<file path="config.mk">
export PLATFORM = sky130hd
export DESIGN_NAME = pipelined_shifter
export DESIGN_NICKNAME = d
export VERILOG_FILES = /design/src/rtl/shifter_pkg.sv /design/src/rtl/shift_level.sv /design/src/rtl/pipelined_shifter.sv
export SDC_FILE = /design/constraint.sdc
export NUM_CORES = 1
export LEC_CHECK = 0
export ABC_AREA = 1
export CELL_PAD_IN_SITES_DETAIL_PLACEMENT = 0
export CELL_PAD_IN_SITES_GLOBAL_PLACEMENT = 1
export CORE_MARGIN = 1
export CORE_UTILIZATION = 25
export DETAILED_ROUTE_END_ITERATION = 10
export GPL_TIMING_DRIVEN = 0
export PLACE_DENSITY_LB_ADDON = 0.1
export REMOVE_ABC_BUFFERS = 1
export SYNTH_ARGS = -nofsm -noshare
export SYNTH_HDL_FRONTEND = slang
export SYNTH_HIERARCHICAL = 1
export SYNTH_SLANG_ARGS = --single-unit
export TNS_END_PERCENT = 20
</file>
<file path="constraint.sdc">
create_clock -name clk -period 5.59 [get_ports clk]
set_input_delay 0.8385 -clock clk [delete_from_list [all_inputs] [get_ports clk]]
set_output_delay 0.8385 -clock clk [all_outputs]
set_load 0.01 [all_outputs]
</file>
<file path="src/rtl/shifter_pkg.sv">
// Shared op codes and level-grouping helper for the pipelined shifter.
// A group's level range is ceil-divided so early groups never get fewer levels.
package shifter_pkg;

   localparam logic [2:0] OP_SRL = 3'b000;
   localparam logic [2:0] OP_SLL = 3'b001;
   localparam logic [2:0] OP_ROR = 3'b010;
   localparam logic [2:0] OP_ROL = 3'b011;
   localparam logic [2:0] OP_SRA = 3'b100;
   localparam logic [2:0] OP_NOP = 3'b101;

   typedef struct packed {
      logic [7:0] first;
      logic [7:0] last;
   } lvl_range_t;

   function automatic lvl_range_t grp_range(input int g, input int l, input int s);
      lvl_range_t r;
      r.first = 8'((g * l + s - 1) / s);
      r.last  = 8'(((g + 1) * l + s - 1) / s - 1);
      return r;
   endfunction

endpackage

</file>
<file path="src/rtl/shift_level.sv">
// One mux level: conditionally shifts or rotates by a fixed distance DIST.
module shift_level
   import shifter_pkg::*;
#(
   parameter int WIDTH = 32,
   parameter int DIST  = 1
) (
   input  logic [2:0]       op_i,
   input  logic             en_i,
   input  logic [WIDTH-1:0] data_i,
   output logic [WIDTH-1:0] data_o
);

   always_comb begin
      data_o = data_i;
      if (en_i) begin
         case (op_i)
            OP_SRL:  data_o = {{DIST{1'b0}}, data_i[WIDTH-1:DIST]};
            OP_SLL:  data_o = {data_i[WIDTH-DIST-1:0], {DIST{1'b0}}};
            OP_ROR:  data_o = {data_i[DIST-1:0], data_i[WIDTH-1:DIST]};
            OP_ROL:  data_o = {data_i[WIDTH-DIST-1:0], data_i[WIDTH-1:WIDTH-DIST]};
            OP_SRA:  data_o = {{DIST{data_i[WIDTH-1]}}, data_i[WIDTH-1:DIST]};
            default: data_o = data_i;
         endcase
      end
   end

endmodule

</file>
<file path="src/rtl/pipelined_shifter.sv">
// Pipelined barrel shifter: log2(WIDTH) levels split over STAGES register
// stages with a collapsing valid/ready pipeline and a tag carried per op.
module pipelined_shifter
   import shifter_pkg::*;
#(
   parameter int WIDTH  = 32,
   parameter int STAGES = 2,
   parameter int TAG_W  = 4
) (
   input  logic                     clk,
   input  logic                     rst_n,
   input  logic                     in_valid,
   output logic                     in_ready,
   input  logic [2:0]               in_op,
   input  logic [$clog2(WIDTH)-1:0] in_shamt,
   input  logic [WIDTH-1:0]         in_data,
   input  logic [TAG_W-1:0]         in_tag,
   output logic                     out_valid,
   input  logic                     out_ready,
   output logic [WIDTH-1:0]         out_data,
   output logic [TAG_W-1:0]         out_tag,
   output logic                     out_zero
);

   localparam int L = $clog2(WIDTH);

   logic [STAGES-1:0]             v_q, v_d, ld, st_vin;
   logic [STAGES-1:0][WIDTH-1:0]  data_q, data_d, st_din, st_dout;
   logic [STAGES-1:0][2:0]        op_q, op_d, st_op;
   logic [STAGES-1:0][L-1:0]      shamt_q, shamt_d, st_shamt;
   logic [STAGES-1:0][TAG_W-1:0]  tag_q, tag_d, st_tag;

   // A stage can load unless it and every stage downstream of it are full and the sink stalls.
   for (genvar k = 0; k < STAGES; k++) begin : g_ld
      assign ld[k] = out_ready | ~(&v_q[STAGES-1:k]);
   end

   for (genvar g = 0; g < STAGES; g++) begin : g_stage
      localparam lvl_range_t R = grp_range(g, L, STAGES);
      localparam int FIRST = int'(R.first);
      localparam int N     = int'(R.last) - FIRST + 1;

      if (g == 0) begin : g_src_in
         assign st_vin[g]   = in_valid;
         assign st_din[g]   = in_data;
         assign st_op[g]    = in_op;
         assign st_shamt[g] = in_shamt;
         assign st_tag[g]   = in_tag;
      end else begin : g_src_reg
         assign st_vin[g]   = v_q[g-1];
         assign st_din[g]   = data_q[g-1];
         assign st_op[g]    = op_q[g-1];
         assign st_shamt[g] = shamt_q[g-1];
         assign st_tag[g]   = tag_q[g-1];
      end

      for (genvar j = 0; j < N; j++) begin : g_lvl
         logic [WIDTH-1:0] lin, lout;
         if (j == 0) begin : g_head
            assign lin = st_din[g];
         end else begin : g_link
            assign lin = g_lvl[j-1].lout;
         end
         shift_level #(.WIDTH(WIDTH), .DIST(1 << (FIRST + j))) u_lvl (
            .op_i   (st_op[g]),
            .en_i   (st_shamt[g][FIRST+j]),
            .data_i (lin),
            .data_o (lout)
         );
      end

      assign st_dout[g] = g_lvl[N-1].lout;
   end

   always_comb begin
      v_d     = v_q;
      data_d  = data_q;
      op_d    = op_q;
      shamt_d = shamt_q;
      tag_d   = tag_q;
      for (int k = 0; k < STAGES; k++) begin
         if (ld[k]) begin
            v_d[k]     = st_vin[k];
            data_d[k]  = st_dout[k];
            op_d[k]    = st_op[k];
            shamt_d[k] = st_shamt[k];
            tag_d[k]   = st_tag[k];
         end
      end
   end

   always_ff @(posedge clk or negedge rst_n) begin
      if (!rst_n) begin
         v_q     <= '0;
         data_q  <= '0;
         op_q    <= '0;
         shamt_q <= '0;
         tag_q   <= '0;
      end else begin
         v_q     <= v_d;
         data_q  <= data_d;
         op_q    <= op_d;
         shamt_q <= shamt_d;
         tag_q   <= tag_d;
      end
   end

   // Last-stage op and consumed shamt bits have no reader; keep them out of lint noise.
   logic unused_route;
   assign unused_route = ^{op_q, shamt_q};

   assign in_ready  = ld[0];
   assign out_valid = v_q[STAGES-1];
   assign out_data  = data_q[STAGES-1];
   assign out_tag   = tag_q[STAGES-1];
   assign out_zero  = ~|data_q[STAGES-1];

endmodule

</file>
After elaboration in Yosys (flattened, before gate mapping) --
Index checks and enable logic that the tools add are counted.
Word-level totals: word-level logic and storage cells 36, bits of input ports 48, output and inout port bits 39, flip-flop bits (word level) 82
Operators by class: bitwise operators 4, mux-type cells 10, reductions and logical operators 6, equal/unequal tests 8
Operator list (number):
- one-hot mux 32 bit (5 select lines) | 4
- 2-to-1 mux 32 bit | 5
- one-hot mux 32 bit (4 select lines) | 1
- OR reduction 32 bit | 1
- == test 3 x 2 -> 1 bit, second input constant | 4
- == test 3 x 1 -> 1 bit, second input constant | 2
- == test 3 bit, second input constant | 2
- logical NOT 3 bit | 2
- inverter 1 bit | 2
- bitwise OR 1 bit | 2
- AND reduction 2 bit | 1
- OR reduction 2 bit | 1
- logical NOT 1 bit | 1

Depth between registers and ports, before layout --
Gate-level depths: netlist of the first run.
depth in word-level cells 7, depth in mapped cells 19, gate-level depth less buffers 17

By module --
The synthesis of the first run kept the hierarchy.
By module, submodules not included:
- pipelined_shifter | instances 1, area each 3150.5 µm², cells each 368, sequential area each 1976.9 µm²
- shift_level at g_stage[0].g_lvl[0].u_lvl | instances 1, area each 1079.8 µm², cells each 252, sequential area each 0.0 µm²
- shift_level at g_stage[0].g_lvl[2].u_lvl | instances 1, area each 1064.8 µm², cells each 251, sequential area each 0.0 µm²
- shift_level at g_stage[1].g_lvl[0].u_lvl | instances 1, area each 1052.3 µm², cells each 245, sequential area each 0.0 µm²
- shift_level at g_stage[0].g_lvl[1].u_lvl | instances 1, area each 1007.2 µm², cells each 248, sequential area each 0.0 µm²
- shift_level at g_stage[1].g_lvl[1].u_lvl | instances 1, area each 718.2 µm², cells each 161, sequential area each 0.0 µm²

Least setup slack after synthesis of the first run --
OpenSTA, ideal clock, no wires.
path kind input-to-reg, start in in_shamt[0], end reg data_q (netlist bit g_stage[1].g_lvl[0].lin[28]), path buffers 2, stages 16, setup time 0.066 ns, slack 3.064 ns, required time 5.524 ns, arrival time 2.460 ns, cell sequence clkbuf_1 buf_2 o211ai_1 o21ai_0 nand3_1 nand2_1 nor2_1 nor2_1 nand2_1 inv_1 nand2_1 nand3_1 nor2_1 nor2_1 nand2_1 nand2_1
On the way: word-level cells in the longest chain between the ends 5
RTL lines:
- from (decl) | line pipelined_shifter.sv:15 | input logic [$clog2(WIDTH)-1:0] in_shamt,
- 2-to-1 mux 32 bit * | line shift_level.sv:16 | if (en_i) begin
- net g_stage[0].g_lvl[0].lout[31] | line pipelined_shifter.sv:58 | logic [WIDTH-1:0] lin, lout;
- one-hot mux 32 bit (5 select lines) | line shift_level.sv:17 | case (op_i)
- 2-to-1 mux 32 bit * | line shift_level.sv:16
- net g_stage[0].g_lvl[1].lout[31] | line pipelined_shifter.sv:58
- one-hot mux 32 bit (5 select lines) * | line shift_level.sv:17
- 2-to-1 mux 32 bit * | line shift_level.sv:16
- net g_stage[0].g_lvl[2].lout[28] | line pipelined_shifter.sv:58
- to (signal assigned) | line pipelined_shifter.sv:101 | data_q <= data_d;
- to (decl) | line pipelined_shifter.sv:28 | logic [STAGES-1:0][WIDTH-1:0] data_q, data_d, st_din, st_dout;
Mark *: on every way through the listed nets, which the timed path passes. The rest lies on a longest branch. A chain may end at the register's enable or synchronous reset.

Final worst setup path of the first run --
start in in_shamt[0], end reg data_q (netlist bit g_stage[1].g_lvl[0].lin[15])
On the way: word-level cells in the longest chain between the ends 5
RTL lines (line):
- 2-to-1 mux 32 bit | shift_level.sv:16
- net g_stage[0].g_lvl[0].lout[9] | pipelined_shifter.sv:58
- one-hot mux 32 bit (5 select lines) | shift_level.sv:17
- 2-to-1 mux 32 bit | shift_level.sv:16
- net g_stage[0].g_lvl[1].lout[11] | pipelined_shifter.sv:58
- one-hot mux 32 bit (5 select lines) | shift_level.sv:17
- 2-to-1 mux 32 bit | shift_level.sv:16
- net g_stage[0].g_lvl[2].lout[15] | pipelined_shifter.sv:58
The timed path passes the listed nets, and every way through them passes these cells.

==> impl_metrics.ini, run 1 <==
[status]
status = completed

[final_layout]
antenna_cells = 0
final_layout_size_suffix_gt1_share_pct = 3.97
nets = 1581
area.growth.synth_to_final_pct = 16.1

[sta]
period_share_pct = 80.1
layout_setup_ws_ps = 1110
hold_viol_final = 0
finalSetupViolCount = 0
tightest_slew_ps = 1370
clock_skew_ps = 10.0
min_period_ps = 4480
fmax_mhz = 223
setup_tns_ps = 0
finalMaxSlewViolations = 0
grt_setup_unrepaired = false
maxSlewHeadroom_pct = 8.55

[cts]
insertion_delay_ps = 340
htree_levels = 3
cts.sinks = 79
cts_root_buf = clkbuf_16
cts-resized-gates = 0
hold_buffers = 0
numCtsBuffers = 9
cts_setup_buffers = 0
clockBufferDepth = 2
clk_pin_slew_ps = 70
tritoncts = yes

[route]
drtPass1Iterations = 5
ant_nets = 0
vias = 8927
wl_per_cell_um = 14.4
routed_wl_mm = 27.9
drtIter0Drc = 496
drc = 0
vias_per_cell = 4.60

[power_and_ir_drop]
switching_share_pct = 40.5
clock_power_share_pct = 27.0
combPwrFrac_pct = 41.0
intPower_uw = 1560
power_frac_seq_pct = 32.0
ir_worst_vdd_v = 0.000132
p_per_area_nw_per_um2 = 279
power.switching_uw = 1060
power_uw = 2620
power_leakage_uw = 0.00527

[synth]
syn_area_um2 = 8070
synth_edf_count = 0
synthFlopType = dfrtp_1
yosysWarningCount = 6
yosys.cell_types.count = 28
synth_area_leaders = dfrtp_1, nand2_1, nor2_1, nand3_1, inv_1
netlist_instances = 1525
yosysMostFrequentCell = nand2_1
yosysTopAreaCellShare_pct = 24.5
ys_ff_latch = 79
synthArstFlopShare_pct = 100
yosysSeqAreaShare_pct = 24.5
avgSynthCellArea_um2 = 5.29
netlist_top_cells_count = nand2_1, nor2_1, nand3_1
yosys.area.top_type = dfrtp_1

[die]
pin_count = 87
die-area_um2 = 33000
row_count = 65
die_h_um = 182
initial_utilization_pct = 25.5
coreArea_um2 = 31600
die_w_um = 182

[placed_design]
port_buffers = 86
pre_cts_ws_ps = 610
gp_congestion = 0.796
dp_hpwl_mm = 20.1

[hold_path]
hold_class = in2async

[worst_setup_path]
critPathLaunchType = input port
cp_common_cell = nor2_1
cp_cell_sequence = clkdlybuf4s50_1 -> inv_1 -> a21oi_4 -> nor2_1 -> nor2_1 -> nand2_1 -> nand2_1 -> nor2_1 -> nor2_1 -> nand3_1 -> nand3_1 -> nor2_1 -> nor2_1 -> nand2_1 -> nand2_1
worst-endpoint-required_ps = 5870
crit_arrival_ps = 4760
path_max_fanout = 33
slowest_delay_ps = 1340
critical_path_class = in2reg
rr_worst_depth = 12
worst_path_max_delay_cell = clkdlybuf4s50_1
cp-end-kind = flop

[global_routing]
antenna_found_initial = 0
grt_max_degree = 70
gr-usage-all-layers_pct = 17.0
grt_overflow = 0
grt_pass1_vias = 8297
grt_pass1_wl_mm = 45.6

[run]
drv_cap = 0
cell type report:
cell class	count	area, um2
fill	3695	22300
sequential	79	1980
inverter	181	679
tap	402	503
clock inverter	6	116
timing repair buffer	91	953
multi-input combinational	1171	4910
clock buffer	10	239
metal layers:
metal	up-vias	global-route usage [%]	share of wire, %
met5	-	0	0
met4	0	4.98	1.9
met3	22	1.48	2.6
met2	173	29.3	48
met1	4084	22.6	47
li1	4648	-	-
worst paths after layout:
kind	start	endpoint	slack, ps
setup / recovery	in_shamt[0]	g_stage[1].g_lvl[0].lin[15]	1110
hold / removal	rst_n	out_data[2]	470
setup reg to reg	op_q[0]	out_data[25]	2040
hold reg to reg	st_tag[7]	out_tag[3]	470
max in group asynchronous	rst_n	v_q[0]	4510
min in group clk	st_tag[7]	out_tag[3]	470
kinds of logic (layout without fill, tap and decap cells):
logic type      count (synthesis)  in the layout  synth area share, %
simple gates                 1154           1154                 58.8
buf+inv                       275            288                 15.0
compound gates                 17             17                 1.67
flops                          79             79                 24.5
cells in the final DEF, fill, tap and decap left out, drive strengths merged, types with 3 or more instances in the layout:
cell type      Yosys  layout
buf               84       7
nand2            504     504
nand4             13      13
nor2             373     373
dfrtp             79      79
a21oi              6       6
o21ai              9       9
clkbuf            10      10
bufinv             0       3
clkdlybuf4s50      0      84
inv              170     171
clkinv            11      13
nand3            262     262
power groups by stage:
stage | clock, uW | sequential (uW) | combinational, uW
floorplan | 0 | 835 | 615
global placement | 0 | 852 | 1090
detailed placement | 0 | 851 | 1090
CTS | 729 | 841 | 1090
global route | 753 | 861 | 1220
finish | 705 | 838 | 1070
registers in the layout, indices dropped and copies added (netlist names):
| signal | flops |
|---|---|
| st_tag | 4 |
| op_q | 3 |
| out_tag | 4 |
| out_data | 32 |
| shamt_q | 2 |
| g_stage.g_lvl.lin | 32 |
| v_q | 2 |
critical path: cells and delay by family:
kind / cells / cell delay, ps
buf+inv: 2 / 1570
simple gates: 12 / 1590
compound gates: 1 / 730
per-stage QoR:
| stage | instance area (um2) | hold slack [ps] | util, % | cells |
|---|---|---|---|---|
| 3_3_place_gp | 8900 | 457 | 28.1 | 1919 |
| 2_1_floorplan | 7540 | 443 | - | 1431 |
| 3_5_place_dp | 9000 | 454 | 28.5 | 1923 |
| 5_1_grt | 9380 | 500 | 29.6 | 1940 |
| 4_1_cts | 9360 | 470 | 29.6 | 1939 |
| 6_report | 9380 | 467 | 29.6 | 1940 |
(Power assumes the default switching activity.)
==> inputs of run 2 (changes only) <==
==> constraint.sdc (replaced) <==
create_clock -name clk -period 3.9 [get_ports clk]
set_input_delay 0.585 -clock clk [delete_from_list [all_inputs] [get_ports clk]]
set_output_delay 0.585 -clock clk [all_outputs]
set_load 0.01 [all_outputs]
==> run 2 against run 1 <==
Effect of this change: global-route usage grew 0.16 points; critical path depth shrank 3; setup slack worse by 800 ps; total power increased by 43%; design area barely moved; core utilization is essentially flat; clock-buffer cell count unchanged; clock power rose by 43%; via count up 0.45%; sequential power grew 43%; critical endpoint is now out_data[25]; largest cell class unchanged.
==> impl_metrics.ini, run 2 (same netlist as run 1, synthesis figures left out) <==
[hold_path]
hold_class = in2async

[sta]
finalMaxSlewViolations = 0
tightest_slew_ps = 1360
period_share_pct = 92.1
hold_viol_final = 0
fmax_mhz = 278
grt_setup_unrepaired = false
clock_skew_ps = 10.1
finalSetupViolCount = 0
setup_tns_ps = 0
min_period_ps = 3590
maxSlewHeadroom_pct = 8.98

[cts]
tritoncts = yes
cts_setup_buffers = 0
htree_levels = 3
cts_root_buf = clkbuf_16
insertion_delay_ps = 340
numCtsBuffers = 9
cts.sinks = 79
clockBufferDepth = 2
clk_pin_slew_ps = 70

[global_routing]
grt_pass1_vias = 8328
grt_overflow = 0
antenna_found_initial = 0
grt_pass1_wl_mm = 45.9
grt_max_degree = 71
gr-usage-all-layers_pct = 17.2

[placed_design]
port_buffers = 86
gp_congestion = 0.796
dpl_cell_area_um2 = 9000
dp_hpwl_mm = 20.1

[power_and_ir_drop]
ir_worst_vdd_v = 0.000188
p_per_area_nw_per_um2 = 400
power_leakage_uw = 0.00526

[die]
row_count = 65
die_h_um = 182
initial_utilization_pct = 25.5
pin_count = 87
die_w_um = 182
die-area_um2 = 33000
coreArea_um2 = 31600

[final_layout]
final_common_cell = nand2_1
final_cell_area_um2 = 9380
area.growth.synth_to_final_pct = 16.2
antenna_cells = 0
final_layout_size_suffix_gt1_share_pct = 4.29
nets = 1582
mostFrequentLayoutCells = nand2_1, nor2_1, nand3_1, inv_1, clkdlybuf4s50_1
num-fill-cells = 3699
final_core_util_pct = 29.7

[worst_setup_path]
path_max_fanout = 23
rr_worst_depth = 12
critical_path_class = reg2reg
worst-endpoint-required_ps = 4170
critPathLaunchType = flop
cp-end-kind = flop
crit_arrival_ps = 3870

[route]
drtPass1Iterations = 5
ant_nets = 0
drc = 0
drtIter0Drc = 540
routed_wl_mm = 28.3
wl_per_cell_um = 14.6
vias = 8967
vias_per_cell = 4.62

[run]
drv_cap = 0

[status]
status = completed
-- run 2: report_power, final --
group          internal (uW)  switching (uW)
Combinational            593             947
Clock                    648             364
Sequential               988             213
Total                   2230            1520
-- run 2: path summary, 6_finish.rpt --
check / slack (ps) / startpoint / to
max in group asynchronous: 3080 / rst_n / v_q[0]
setup / recovery: 310 / op_q[0] / out_data[25]
hold / removal: 210 / rst_n / out_data[2]
min in group clk: 470 / st_tag[7] / out_tag[3]
setup reg to reg: 310 / op_q[0] / out_data[25]
hold reg to reg: 470 / st_tag[7] / out_tag[3]
-- run 2: cell type report --
type	instances	area, um2	area share [%]
inverters	181	686	7.31
clock inverters	6	116	1.24
clock buffers	10	239	2.55
well taps	402	503	5.36
flip-flops and latches	79	1980	21.1
repair buffers	90	930	9.91
multi-input cells	1173	4930	52.6
-- run 2: what timing repair did --
item                                    in CTS  in global routing
endpoints found under the setup margin      32                  4
pin swaps                                    0                  1
gates resized for setup                      7                  5
gates cloned                                 1                  1
hold buffers                                 0                  0
-- run 2: per-stage QoR --
| step | total power, uW | worst slack (ps) | std cells | hold slack (ps) |
|---|---|---|---|---|
| global route | 4070 | 66.9 | 1941 | 256 |
| CTS | 3820 | 221 | 1940 | 233 |
| detailed placement | 2780 | -826 | 1923 | 454 |
| global placement | 2780 | -2700 | 1919 | 457 |
| floorplan | 2080 | 964 | 1431 | 289 |
| finish | 3750 | 308 | 1941 | 212 |
-- run 2: metal layers --
| layer | track usage, % | vias up | routed length, um |
|---|---|---|---|
| li1 | - | 4657 | - |
| met1 | 22.6 | 4133 | 13200 |
| met4 | 4.92 | 0 | 519 |
| met5 | 0 | - | 0 |
| met2 | 30.0 | 155 | 13800 |
| met3 | 1.48 | 22 | 725 |
-- run 2: worst max-delay path: stages, from the launching register on --
cell	delay [ps]
dfrtp_1	1010
inv_2	270
nor2_2	620
nand2_1	100
nand2_1	90
nor2_1	40
nor2_1	220
nand3_1	560
nand3_1	270
nand2_1	90
inv_1	60
nand2_1	80
nand2_1	100
==> inputs of run 3 (changes only) <==
--- a/config.mk
+++ b/config.mk
@@ -12,7 +12,7 @@
 export CORE_UTILIZATION = 25
 export DETAILED_ROUTE_END_ITERATION = 10
 export GPL_TIMING_DRIVEN = 0
-export PLACE_DENSITY_LB_ADDON = 0.1
+export PLACE_DENSITY = 0.58
 export REMOVE_ABC_BUFFERS = 1
 export SYNTH_ARGS = -nofsm -noshare
 export SYNTH_HDL_FRONTEND = slang
==> constraint.sdc (replaced) <==
create_clock -name clk -period 4 [get_ports clk]
set_input_delay 0.6 -clock clk [delete_from_list [all_inputs] [get_ports clk]]
set_output_delay 0.6 -clock clk [all_outputs]
set_load 0.01 [all_outputs]
==> run 3 against run 2 <==
Effect of this change: total power down 7.6%; register-to-register slack better by 200 ps; critical path type unchanged; setup slack better by 200 ps; maximum frequency up 3.0%; highest routed layer unchanged; flip-flop and latch count unchanged; final cell count about the same; global-route usage down 0.20 points.
==> impl_metrics.ini, run 3 (same netlist as run 1, synthesis figures left out) <==
[die]
pin_count = 87
die_w_um = 182
coreArea_um2 = 31600
initial_utilization_pct = 25.5
die_h_um = 182
row_count = 65
die-area_um2 = 33000

[cts]
tritoncts = yes
cts_root_buf = clkbuf_16
htree_levels = 3
numCtsBuffers = 9
insertion_delay_ps = 350
clockBufferDepth = 2
hold_buffers = 0
cts.sinks = 79
clk_pin_slew_ps = 70

[route]
routed_wl_mm = 27.4
ant_nets = 0
drtPass1Iterations = 5
wl_per_cell_um = 14.1
vias_per_cell = 4.59
drtIter0Drc = 520
drc = 0
vias = 8908

[power_and_ir_drop]
switching_share_pct = 43.0
ir_worst_vdd_v = 0.000196
combPwrFrac_pct = 42.9
power_frac_seq_pct = 33.8
power.switching_uw = 1490
p_per_area_nw_per_um2 = 373
intPower_uw = 1980
clock_power_share_pct = 23.3
power_leakage_uw = 0.00524
power_uw = 3470

[global_routing]
grt_overflow = 0
gr-usage-all-layers_pct = 17.0
grt_max_degree = 70
antenna_found_initial = 0
grt_pass1_vias = 8337
grt_pass1_wl_mm = 45.8

[worst_setup_path]
worst-endpoint-required_ps = 4290
cp-end-kind = flop
critical_path_class = reg2reg
path_max_fanout = 23
rr_worst_depth = 12
critPathLaunchType = flop
crit_arrival_ps = 3780

[sta]
fmax_mhz = 287
fin_hold_ws_ps = 192
tightest_slew_ps = 1340
maxSlewHeadroom_pct = 10.7
min_period_ps = 3490
hold_viol_final = 0
grt_setup_unrepaired = false
finalMaxSlewViolations = 0
period_share_pct = 87.2
clock_skew_ps = 11.0
finalSetupViolCount = 0

[placed_design]
dpl_cell_area_um2 = 9000
dp_hpwl_mm = 19.3
port_buffers = 86
gp_congestion = 0.806

[final_layout]
num-fill-cells = 3713
nets = 1581
final_cell_area_um2 = 9300
final_layout_size_suffix_gt1_share_pct = 4.10
final_common_cell = nand2_1
antenna_cells = 0
area.growth.synth_to_final_pct = 15.2
mostFrequentLayoutCells = nand2_1, nor2_1, nand3_1, inv_1, clkdlybuf4s50_1

[run]
drv_cap = 0

[hold_path]
hold_class = in2async

[status]
status = completed
[run 3: per-stage QoR]
step           setup slack [ps]  util (%)  cells  TNS (ps)
2_1_floorplan              1030         -   1431         0
3_3_place_gp              -2690      28.1   1919   -141090
3_5_place_dp               -662      28.5   1923    -15620
4_1_cts                   -14.8      29.4   1939     -14.8
5_1_grt                    86.3      29.4   1940         0
6_report                    512      29.4   1940         0
[run 3: worst paths after layout]
check,from,endpoint,slack [ps]
setup / recovery,op_q[0],out_data[29],510
hold / removal,rst_n,v_q[1],190
setup reg to reg,op_q[0],out_data[29],510
hold reg to reg,st_tag[7],out_tag[3],470
max in group asynchronous,rst_n,v_q[0],3190
min in group clk,st_tag[7],out_tag[3],470
[run 3: worst max-delay path: stages, from the launching register on]
cell and delay (ps):
dfrtp_1 990, inv_2 270, nor2_2 600, nand2_1 100, nand2_1 90, nor2_1 40
nor2_1 200, nand3_1 520, nand3_1 270, nand2_1 100, inv_1 70, nand2_1 60
nand2_1 80
[run 3: area by class of cell]
cell class                      instances  area, um2  area share (%)
Tap cell                              402        503            5.41
Timing Repair Buffer                   90        931            10.0
Inverter                              181        681            7.32
Sequential cell                        79       1980            21.3
Clock inverter                          7       62.6           0.672
Multi-Input combinational cell       1172       4920            52.9
Clock buffer                            9        225            2.42
[run 3: power groups by stage]
stage / clock network, uW / registers, uW / logic (uW)
5_1_grt: 871 / 1200 / 1710
4_1_cts: 843 / 1180 / 1510
3_3_place_gp: 0 / 1190 / 1500
6_report: 807 / 1170 / 1490
2_1_floorplan: 0 / 1170 / 860
3_5_place_dp: 0 / 1190 / 1510
[run 3: layer usage]
| metal | vias to the layer above | track usage (%) | part of all wire [%] | wire length (um) |
|---|---|---|---|---|
| li1 | 4653 | - | - | - |
| met1 | 4084 | 23.6 | 50 | 13600 |
| met2 | 149 | 28.1 | 46 | 12700 |
| met3 | 22 | 1.52 | 2.5 | 683 |
| met4 | 0 | 4.68 | 1.6 | 448 |
| met5 | - | 0 | 0 | 0 |
[run 3: timing repair]
item                       CTS  global route
setup endpoints to repair   32            32
setup buffers                0             0
gates cloned                 0             1
gates resized for setup      2             6
pin swaps                    0             1
